$ cat config.mk
export PLATFORM = sky130hd
export DESIGN_NAME = capture_trigger_ctrl_flat
export DESIGN_NICKNAME = d
export VERILOG_FILES = /design/src/rtl/capture_trigger_ctrl_if.sv /design/src/rtl/capture_trigger_ctrl.sv /design/src/flat_wrapper.sv
export SDC_FILE = /design/constraint.sdc
export NUM_CORES = 1
export LEC_CHECK = 0
export ABC_AREA = 0
export BUFFER_PORTS_ARGS = -buffer_cell sky130_fd_sc_hd__buf_4
export CAP_MARGIN = 25
export CORE_ASPECT_RATIO = 1.75
export CORE_UTILIZATION = 55
export CTS_CLUSTER_DIAMETER = 40
export CTS_CLUSTER_SIZE = 30
export DETAILED_ROUTE_END_ITERATION = 6
export MAX_ROUTING_LAYER = met4
export PLACE_DENSITY_LB_ADDON = 0.15
export SYNTH_ARGS = -nofsm -noshare
export SYNTH_HDL_FRONTEND = slang
export SYNTH_SLANG_ARGS = --single-unit
$ cat constraint.sdc
create_clock -name clk -period 10 [get_ports clk]
set_input_delay 2.5 -clock clk [delete_from_list [all_inputs] [get_ports clk]]
set_output_delay 2.5 -clock clk [all_outputs]
set_load 0.005 [all_outputs]
$ cat src/rtl/capture_trigger_ctrl_if.sv
// Write-port bundle between the capture sequencer (master) and the raw IQ capture RAM (slave).
// Each word is {ch1, ch0}; ram_wren doubles as the RAM clock enable.
interface capture_trigger_ctrl_if #(
   parameter int ADDR_BITS = 10,
   parameter int DATA_BITS = 16
);
   logic [ADDR_BITS-1:0]   ram_addr;
   logic                   ram_wren;
   logic [2*DATA_BITS-1:0] ram_wdata;

   modport master (output ram_addr, ram_wren, ram_wdata);
   modport slave  (input  ram_addr, ram_wren, ram_wdata);
endinterface

$ cat src/rtl/capture_trigger_ctrl.sv
// Decimating capture sequencer: circular pre-trigger fill, trigger detect, then linear post-trigger fill.
// Defining CAPTURE_TRIG_AVG_EN replaces pick-last-of-window decimation with a window average.
module capture_trigger_ctrl #(
   parameter int ADDR_BITS = 10,
   parameter int DATA_BITS = 16
) (
   input  logic                        clk,
   input  logic                        rst_n,
   input  logic signed [DATA_BITS-1:0] adc0,
   input  logic signed [DATA_BITS-1:0] adc1,
   input  logic                        arm,
   input  logic                        abort,
   input  logic                        sw_trig,
   input  logic [1:0]                  trig_src,
   input  logic                        trig_slope,
   input  logic signed [DATA_BITS-1:0] trig_level,
   input  logic [3:0]                  decim_log2,
   input  logic [ADDR_BITS-1:0]        pre_len,
   capture_trigger_ctrl_if.master      ram,
   output logic                        busy,
   output logic                        waiting,
   output logic                        done,
   output logic [ADDR_BITS-1:0]        trig_addr
);

   localparam logic [ADDR_BITS-1:0] LAST_IDX = {ADDR_BITS{1'b1}};
   localparam logic [ADDR_BITS-1:0] ONE      = {{(ADDR_BITS-1){1'b0}}, 1'b1};

   typedef enum logic [1:0] {
      S_IDLE = 2'd0,
      S_PRE  = 2'd1,
      S_WAIT = 2'd2,
      S_POST = 2'd3
   } state_t;

   state_t                      r_state;
   logic [1:0]                  r_src;
   logic                        r_slope;
   logic signed [DATA_BITS-1:0] r_level;
   logic [3:0]                  r_decim;
   logic [ADDR_BITS-1:0]        r_pre;
   logic [ADDR_BITS-1:0]        r_cnt;
   logic                        r_last;
   logic                        r_sw_pend;
   logic [14:0]                 r_dec_cnt;
   logic [ADDR_BITS-1:0]        r_wptr;
   logic signed [DATA_BITS-1:0] r_prev;
   logic                        r_prev_vld;
   logic                        r_wren;
   logic [ADDR_BITS-1:0]        r_addr;
   logic [2*DATA_BITS-1:0]      r_wdata;
   logic                        r_busy;
   logic                        r_waiting;
   logic                        r_done;
   logic [ADDR_BITS-1:0]        r_trig_addr;

   logic [14:0]                 w_term;
   logic                        w_strobe;
   logic                        w_start;
   logic                        w_do_write;
   logic                        w_level_hit;
   logic                        w_fire;
   logic signed [DATA_BITS-1:0] w_dec0;
   logic signed [DATA_BITS-1:0] w_dec1;
   logic signed [DATA_BITS-1:0] w_cur;

   assign w_term     = ~(15'h7FFF << r_decim);
   assign w_strobe   = (r_state != S_IDLE) && (r_dec_cnt == w_term);
   assign w_start    = (r_state == S_IDLE) && arm && !abort;
   // The final POST write is already out when r_last is set; later strobes must not write.
   assign w_do_write = w_strobe && !abort && !((r_state == S_POST) && r_last);
   assign w_cur      = (r_src == 2'd3) ? w_dec1 : w_dec0;

`ifdef CAPTURE_TRIG_AVG_EN
   localparam int ACC_BITS = DATA_BITS + 15;

   logic signed [ACC_BITS-1:0] r_acc0;
   logic signed [ACC_BITS-1:0] r_acc1;
   logic signed [ACC_BITS-1:0] w_sum0;
   logic signed [ACC_BITS-1:0] w_sum1;
   logic signed [ACC_BITS-1:0] w_avg0;
   logic signed [ACC_BITS-1:0] w_avg1;

   assign w_sum0 = (r_dec_cnt == 15'd0) ? ACC_BITS'(adc0) : r_acc0 + ACC_BITS'(adc0);
   assign w_sum1 = (r_dec_cnt == 15'd0) ? ACC_BITS'(adc1) : r_acc1 + ACC_BITS'(adc1);
   assign w_avg0 = w_sum0 >>> r_decim;
   assign w_avg1 = w_sum1 >>> r_decim;
   assign w_dec0 = w_avg0[DATA_BITS-1:0];
   assign w_dec1 = w_avg1[DATA_BITS-1:0];

   // Window accumulators, reloaded by the first sample of each window
   always_ff @(posedge clk) begin
      if (!rst_n || w_start) begin
         r_acc0 <= {ACC_BITS{1'b0}};
         r_acc1 <= {ACC_BITS{1'b0}};
      end else if (r_state != S_IDLE) begin
         r_acc0 <= w_sum0;
         r_acc1 <= w_sum1;
      end
   end
`else
   assign w_dec0 = adc0;
   assign w_dec1 = adc1;
`endif

   // Trigger qualification on the current decimated sample
   always_comb begin
      w_level_hit = 1'b0;
      w_fire      = 1'b0;
      if (r_prev_vld) begin
         if (r_slope) begin
            w_level_hit = (r_prev > r_level) && (w_cur <= r_level);
         end else begin
            w_level_hit = (r_prev < r_level) && (w_cur >= r_level);
         end
      end else begin
         w_level_hit = 1'b0;
      end
      case (r_src)
         2'd0:    w_fire = 1'b1;
         2'd1:    w_fire = r_sw_pend;
         default: w_fire = w_level_hit;
      endcase
   end

   // RAM write port, write pointer, decimation counter and previous-sample history
   always_ff @(posedge clk) begin
      if (!rst_n) begin
         r_wren     <= 1'b0;
         r_addr     <= {ADDR_BITS{1'b0}};
         r_wdata    <= {(2*DATA_BITS){1'b0}};
         r_wptr     <= {ADDR_BITS{1'b0}};
         r_dec_cnt  <= 15'd0;
         r_prev     <= {DATA_BITS{1'b0}};
         r_prev_vld <= 1'b0;
      end else if (w_start) begin
         r_wren     <= 1'b0;
         r_wptr     <= {ADDR_BITS{1'b0}};
         r_dec_cnt  <= 15'd0;
         r_prev_vld <= 1'b0;
      end else begin
         r_wren <= w_do_write;
         if (w_do_write) begin
            r_addr  <= r_wptr;
            r_wdata <= {w_dec1, w_dec0};
            r_wptr  <= r_wptr + ONE;
         end
         if (r_state != S_IDLE) begin
            r_dec_cnt <= w_strobe ? 15'd0 : r_dec_cnt + 15'd1;
         end
         if (w_strobe) begin
            r_prev     <= w_cur;
            r_prev_vld <= 1'b1;
         end
      end
   end

   // Capture sequencer and status flags
   always_ff @(posedge clk) begin
      if (!rst_n) begin
         r_state     <= S_IDLE;
         r_src       <= 2'd0;
         r_slope     <= 1'b0;
         r_level     <= {DATA_BITS{1'b0}};
         r_decim     <= 4'd0;
         r_pre       <= {ADDR_BITS{1'b0}};
         r_cnt       <= {ADDR_BITS{1'b0}};
         r_last      <= 1'b0;
         r_sw_pend   <= 1'b0;
         r_busy      <= 1'b0;
         r_waiting   <= 1'b0;
         r_done      <= 1'b0;
         r_trig_addr <= {ADDR_BITS{1'b0}};
      end else if (abort) begin
         r_state   <= S_IDLE;
         r_last    <= 1'b0;
         r_sw_pend <= 1'b0;
         r_busy    <= 1'b0;
         r_waiting <= 1'b0;
         r_done    <= 1'b0;
      end else begin
         case (r_state)
            S_IDLE: begin
               if (arm) begin
                  r_src     <= trig_src;
                  r_slope   <= trig_slope;
                  r_level   <= trig_level;
                  r_decim   <= decim_log2;
                  r_pre     <= pre_len;
                  r_cnt     <= {ADDR_BITS{1'b0}};
                  r_last    <= 1'b0;
                  r_sw_pend <= 1'b0;
                  r_busy    <= 1'b1;
                  r_done    <= 1'b0;
                  if (pre_len == {ADDR_BITS{1'b0}}) begin
                     r_state   <= S_WAIT;
                     r_waiting <= 1'b1;
                  end else begin
                     r_state <= S_PRE;
                  end
               end
            end
            S_PRE: begin
               if (w_strobe) begin
                  r_cnt <= r_cnt + ONE;
                  if (r_cnt == r_pre - ONE) begin
                     r_state   <= S_WAIT;
                     r_waiting <= 1'b1;
                  end
               end
            end
            S_WAIT: begin
               if (sw_trig) begin
                  r_sw_pend <= 1'b1;
               end
               if (w_strobe && w_fire) begin
                  r_trig_addr <= r_wptr;
                  r_state     <= S_POST;
                  r_waiting   <= 1'b0;
                  r_sw_pend   <= 1'b0;
                  // pre_len is at most 2^ADDR_BITS-1 by width, so the post count never underflows.
                  r_cnt       <= LAST_IDX - r_pre;
                  r_last      <= (r_pre == LAST_IDX);
               end
            end
            S_POST: begin
               if (r_last) begin
                  r_state <= S_IDLE;
                  r_last  <= 1'b0;
                  r_busy  <= 1'b0;
                  r_done  <= 1'b1;
               end else if (w_strobe) begin
                  r_cnt <= r_cnt - ONE;
                  if (r_cnt == ONE) begin
                     r_last <= 1'b1;
                  end
               end
            end
            default: begin
               r_state   <= S_IDLE;
               r_busy    <= 1'b0;
               r_waiting <= 1'b0;
            end
         endcase
      end
   end

   assign ram.ram_addr  = r_addr;
   assign ram.ram_wren  = r_wren;
   assign ram.ram_wdata = r_wdata;
   assign busy          = r_busy;
   assign waiting       = r_waiting;
   assign done          = r_done;
   assign trig_addr     = r_trig_addr;

endmodule

$ cat src/flat_wrapper.sv
// flat-port wrapper written by rule: the top's interface ports become plain ports
module capture_trigger_ctrl_flat 
#(
   parameter int ADDR_BITS = 10,
   parameter int DATA_BITS = 16
)
  (clk, rst_n, adc0, adc1, arm, abort, sw_trig, trig_src, trig_slope, trig_level, decim_log2, pre_len, busy, waiting, done, trig_addr, ram_ram_addr, ram_ram_wren, ram_ram_wdata);
  capture_trigger_ctrl_if #(.ADDR_BITS(ADDR_BITS), .DATA_BITS(DATA_BITS)) ram_i ();
  input  logic clk;
  input  logic rst_n;
  input  logic signed [DATA_BITS-1:0] adc0;
  input  logic signed [DATA_BITS-1:0] adc1;
  input  logic arm;
  input  logic abort;
  input  logic sw_trig;
  input  logic [1:0] trig_src;
  input  logic trig_slope;
  input  logic signed [DATA_BITS-1:0] trig_level;
  input  logic [3:0] decim_log2;
  input  logic [ADDR_BITS-1:0] pre_len;
  output logic busy;
  output logic waiting;
  output logic done;
  output logic [ADDR_BITS-1:0] trig_addr;
  output wire logic [$bits(ram_i.ram_addr)-1:0] ram_ram_addr;
  output wire logic [$bits(ram_i.ram_wren)-1:0] ram_ram_wren;
  output wire logic [$bits(ram_i.ram_wdata)-1:0] ram_ram_wdata;
  assign ram_ram_addr = ram_i.ram_addr;
  assign ram_ram_wren = ram_i.ram_wren;
  assign ram_ram_wdata = ram_i.ram_wdata;
  capture_trigger_ctrl #(.ADDR_BITS(ADDR_BITS), .DATA_BITS(DATA_BITS)) u_core (.clk(clk), .rst_n(rst_n), .adc0(adc0), .adc1(adc1), .arm(arm), .abort(abort), .sw_trig(sw_trig), .trig_src(trig_src), .trig_slope(trig_slope), .trig_level(trig_level), .decim_log2(decim_log2), .pre_len(pre_len), .ram(ram_i), .busy(busy), .waiting(waiting), .done(done), .trig_addr(trig_addr));
endmodule
==> Implementation_results.wiki <==
{| class="wikitable"
! Metric !! Value
|-
| EDFF count, synth || 0
|-
| Min-delay worst type || register to register
|-
| Cell type group with the largest total delay on the critical path || simple AND/OR/NAND/NOR gates
|-
| Horizontal die dimension || around 92 um
|-
| Half-perimeter wire length after placement || 13.8 mm
|-
| Final Skew || 0.0101 ns
|-
| Netlist cell types || 72
|-
| Final Max Tran Viols || 0
|-
| Data required time at the worst endpoint || between 10 and 15 ns
|-
| CP Data Arrival Time || ~5.7 ns
|-
| H-tree level count || 4
|-
| Cell area after synthesis || between 7000 and 8000 um2
|-
| Total of flip-flops plus latches after synthesis || 145
|-
| Number of diodes || 0
|-
| Endpoint class of the critical path || register
|-
| Detailed Route Iter0 Violations || between 300 and 400
|-
| Floorplan core area || approximately 14,000 um2
|-
| CTS root buffer || sky130_fd_sc_hd__clkbuf_16
|-
| WP buf/inv || 1
|-
| Floorplan die height || between 150 and 200 um
|-
| Synth async-reset ratio || 0
|-
| First-pass GRT wire length || ~32 mm
|-
| Via count of the first global-routing pass || ~6,800
|-
| Critical Path Source || adc0[15]
|-
| Number of buffers created by CTS || 17
|-
| Setup repair after global routing missed its margin || false
|-
| Total number of clock tree sinks || between 100 and 150
|-
| Fraction of layout instances using a drive strength above 1 || 0.195
|-
| Global route total overflow || 0
|-
| I/O Buffers || 125
|-
| Final number of setup-violating endpoints || 0
|-
| Crit-path cells || buf_4 -> mux2_2 -> ha_1 -> nand4_2 -> nor4_4 -> o21ai_2 -> and4_4 -> or3_1 -> a221oi_1 -> nor2_1 -> and4_1 -> a221o_1
|-
| Initial antenna violation count || 0
|-
| Maximum operating frequency || 0.186 GHz
|-
| Maximum buffer depth of the clock tree || 2
|-
| Power density of the placed cells || approximately 150 nW/um2
|-
| Number of maximum-capacitance constraint violations || 0
|-
| Standby leakage power || 4.17 nW
|-
| Yosys Warn Count || 0
|-
| Row cnt || 57
|-
| Net count reported at finish || approximately 1,100
|-
| Post-CTS setup buffers || 0
|-
| Largest net degree at the start of global routing || slightly above 100
|-
| Average vias per placed instance || between 5 and 6
|-
| Number of instances resized during post-cts repair || 0
|-
| Hold Violations, Final || 0
|-
| Final total power || ~1.4 mW
|-
| TritonCTS clock tree || yes
|-
| Worst slew pin tran || 0.932 ns
|-
| Post-synth net total || a little over 1,000
|-
| Worst hold start || u_core.r_level[15]$_SDFFE_PN0P_
|-
| Average footprint of a synthesized cell || between 8 and 9 um2
|-
| Average wire length per cell after detail routing || 16.2 um
|-
| Reg2reg start || u_core.r_src[1]$_SDFFE_PN0P_
|-
| Insertion delay of the later-clocked pin in the worst-skew pair || 0.42 ns
|-
| Routability-driven placement congestion ratio || approximately 0.9
|-
| Die Outline Area || 14,600 um2
|-
| Cell Count Post-Placement || approximately 1,200
|-
| Most used flip-flop cell after synthesis || sky130_fd_sc_hd__dfxtp_1
|-
| Routed wire length || 19.5 mm
|-
| Share of the yosys chip area belonging to registers || 0.374
|-
| Slew Limit Headroom || 0.377
|-
| Top-level I/O count || about 130
|-
| Critical path peak fanout || 11
|-
| Worst setup SP type || primary input
|-
| Remaining design rule violation count || 0
|-
| Number of instances in the synthesized netlist || approximately 920
|-
| Number of standard cells in the layout, taps in and fillers out || 1,203
|-
| Kind of critical path || primary input to register
|-
| Total Negative Setup Slacks || 0 ns
|-
| Overall Global Routing Usage || 0.283
|-
| Peak per-stage delay on the critical path || around 0.41 ns
|-
| Count of vias placed by the detailed router || just under 7,000
|-
| Final period util || 0.537
|-
| IR Drop Worst-Case VDD || around 0.00011 V
|-
| Run status || complete, no violations
|-
| CTS clk-pin slew, worst paths || 0.06 ns
|-
| Antenna violation net count after detailed routing || 0
|-
| Clock period minus final worst setup slack || roughly 5.4 ns
|-
| Post-CTS Hold Buffers || 0
|-
| Effective utilization at floorplan || 0.562
|-
| Area grow syn2layout || 20.4%
|-
| Worst path slowest cell || sky130_fd_sc_hd__a221oi_1
|-
| Router iterations before antenna repair || 5
|}
report_power, final:
part / internal (mW) / leakage (nW) / total, mW / switching [mW]
clock network: 0.360 / 0.278 / 0.624 / 0.264
registers: 0.595 / 1.17 / 0.614 / 0.0186
logic: 0.0928 / 2.71 / 0.210 / 0.117
cells in the mapped netlist (all sizes together) (3+ instances only):
| cell | count | share of area |
|---|---|---|
| dfxtp | 145 | 0.37 |
| nor2 | 128 | 0.062 |
| nand2 | 106 | 0.052 |
| a21oi | 68 | 0.045 |
| mux2i | 68 | 0.088 |
| inv | 46 | 0.022 |
| ha | 43 | 0.069 |
| clkbuf | 36 | 0.017 |
| nand3 | 27 | 0.017 |
| o21ai | 22 | 0.016 |
| xor2 | 22 | 0.025 |
| xnor2 | 19 | 0.021 |
| nand4 | 18 | 0.015 |
| buf | 16 | 0.011 |
| mux2 | 15 | 0.022 |
| nor3 | 10 | 0.0064 |
| nor4 | 9 | 0.010 |
| a211oi | 8 | 0.0077 |
| a21o | 8 | 0.0077 |
| nor2b | 8 | 0.0064 |
| or3 | 7 | 0.0056 |
| a22o | 6 | 0.0068 |
| nand2b | 6 | 0.0048 |
| o221ai | 6 | 0.0068 |
| and3 | 5 | 0.0040 |
| a221oi | 4 | 0.0076 |
| and4 | 4 | 0.0048 |
| nor4b | 4 | 0.0064 |
| or2 | 4 | 0.0032 |
| a21boi | 3 | 0.0029 |
| a221o | 3 | 0.0039 |
| a31oi | 3 | 0.0024 |
| nand3b | 3 | 0.0029 |
| o22ai | 3 | 0.0024 |
| o32ai | 3 | 0.0034 |
| or4 | 3 | 0.0029 |
final timing paths:
| path | slack [ns] | cells after the start | endpoint |
|---|---|---|---|
| worst min-delay path | 0.45 | 2 | u_core.r_level[15]$_SDFFE_PN0P_ |
| worst max register to register | 5.61 | 12 | u_core.r_cnt[9]$_SDFFE_PN0P_ |
| worst max-delay path | 4.63 | 12 | u_core.r_cnt[9]$_SDFFE_PN0P_ |
| worst min register to register | 0.45 | 2 | u_core.r_level[15]$_SDFFE_PN0P_ |
cells by family after synthesis:
family | Yosys count | share of synthesized area
and+or+nand+nor | 345 | 0.206
AOI/OAI and AO/OA | 160 | 0.144
DFF | 145 | 0.374
buffers and inverters | 98 | 0.0510
muxes | 83 | 0.109
adders and majority gates | 43 | 0.0692
xor gates and xnor gates | 41 | 0.0462
placed cells by master, fill, tap and decap left out, types with 5 or more instances in the layout:
master / netlist / final
sky130_fd_sc_hd__a21o_1: 8 / 8
sky130_fd_sc_hd__mux2i_1: 68 / 68
sky130_fd_sc_hd__or3_1: 7 / 7
sky130_fd_sc_hd__nor4_1: 7 / 7
sky130_fd_sc_hd__nor3_1: 10 / 10
sky130_fd_sc_hd__nand4_1: 17 / 17
sky130_fd_sc_hd__dfxtp_1: 145 / 145
sky130_fd_sc_hd__a211oi_1: 8 / 8
sky130_fd_sc_hd__clkbuf_16: 0 / 17
sky130_fd_sc_hd__and3_1: 5 / 5
sky130_fd_sc_hd__inv_1: 45 / 44
sky130_fd_sc_hd__o221ai_1: 6 / 6
sky130_fd_sc_hd__a22o_1: 6 / 6
sky130_fd_sc_hd__nand2b_1: 6 / 6
sky130_fd_sc_hd__mux2_2: 15 / 15
sky130_fd_sc_hd__xnor2_1: 19 / 19
sky130_fd_sc_hd__nor2_1: 128 / 127
sky130_fd_sc_hd__a21oi_1: 67 / 67
sky130_fd_sc_hd__nor2b_1: 8 / 8
sky130_fd_sc_hd__ha_1: 43 / 43
sky130_fd_sc_hd__o21ai_0: 19 / 19
sky130_fd_sc_hd__buf_4: 5 / 130
sky130_fd_sc_hd__xor2_1: 22 / 22
sky130_fd_sc_hd__nand3_1: 27 / 27
sky130_fd_sc_hd__nand2_1: 105 / 104
metal layers:
| metal | track usage | wire length [um] | vias up | part of all wire |
|---|---|---|---|---|
| met5 | - | 0 | - | 0 |
| met4 | 0.126 | 574 | 0 | 0.029 |
| met3 | 0.0415 | 624 | 42 | 0.032 |
| met2 | 0.522 | 10800 | 139 | 0.55 |
| met1 | 0.289 | 7480 | 3207 | 0.38 |
| li1 | - | - | 3386 | - |
worst reg2reg max path: stages, from the launching register on:
cell                       delay, ns
sky130_fd_sc_hd__dfxtp_1        0.39
sky130_fd_sc_hd__nand2_1        0.58
sky130_fd_sc_hd__mux2_2         0.55
sky130_fd_sc_hd__ha_1           0.34
sky130_fd_sc_hd__nand4_2        0.19
sky130_fd_sc_hd__nor4_4         0.37
sky130_fd_sc_hd__o21ai_2        0.10
sky130_fd_sc_hd__and4_4         0.20
sky130_fd_sc_hd__or3_1          0.36
sky130_fd_sc_hd__a221oi_1       0.41
sky130_fd_sc_hd__nor2_1         0.27
sky130_fd_sc_hd__and4_1         0.26
sky130_fd_sc_hd__a221o_1        0.25
layout make-up:
class,count,area (um2)
clock buffers,19,453
multi-input cells,672,4480
clock inverters,13,126
fillers,1171,4480
flip-flops and latches,145,2900
inverters,46,173
repair buffers,131,1000
well taps,177,221
stage by stage:
step / cell area, um2 / hold WS [ns] / utilization / setup slack (ns)
floorplan: 7770 / 0.436 / - / 4.80
global placement: 8750 / 0.443 / 0.632 / 4.29
detailed placement: 8750 / 0.447 / 0.632 / 4.21
CTS: 9330 / 0.455 / 0.674 / 4.65
global route: 9360 / 0.476 / 0.676 / 4.44
finish: 9360 / 0.452 / 0.676 / 4.63
sequential cells by signal, summed over array words and instances, names as in the netlist:
name / count
u_core.busy: 1
u_core.done: 1
u_core.r_cnt: 10
u_core.r_dec_cnt: 15
u_core.r_decim: 4
u_core.r_last: 1
u_core.r_level: 16
u_core.r_pre: 10
u_core.r_prev: 16
u_core.r_prev_vld: 1
u_core.r_slope: 1
u_core.r_src: 2
u_core.r_state: 2
u_core.r_sw_pend: 1
u_core.r_wptr: 10
u_core.ram.ram_addr: 10
u_core.ram.ram_wdata: 32
u_core.ram.ram_wren: 1
u_core.trig_addr: 10
u_core.waiting: 1
Note: power is estimated with default switching activity, not from simulation.
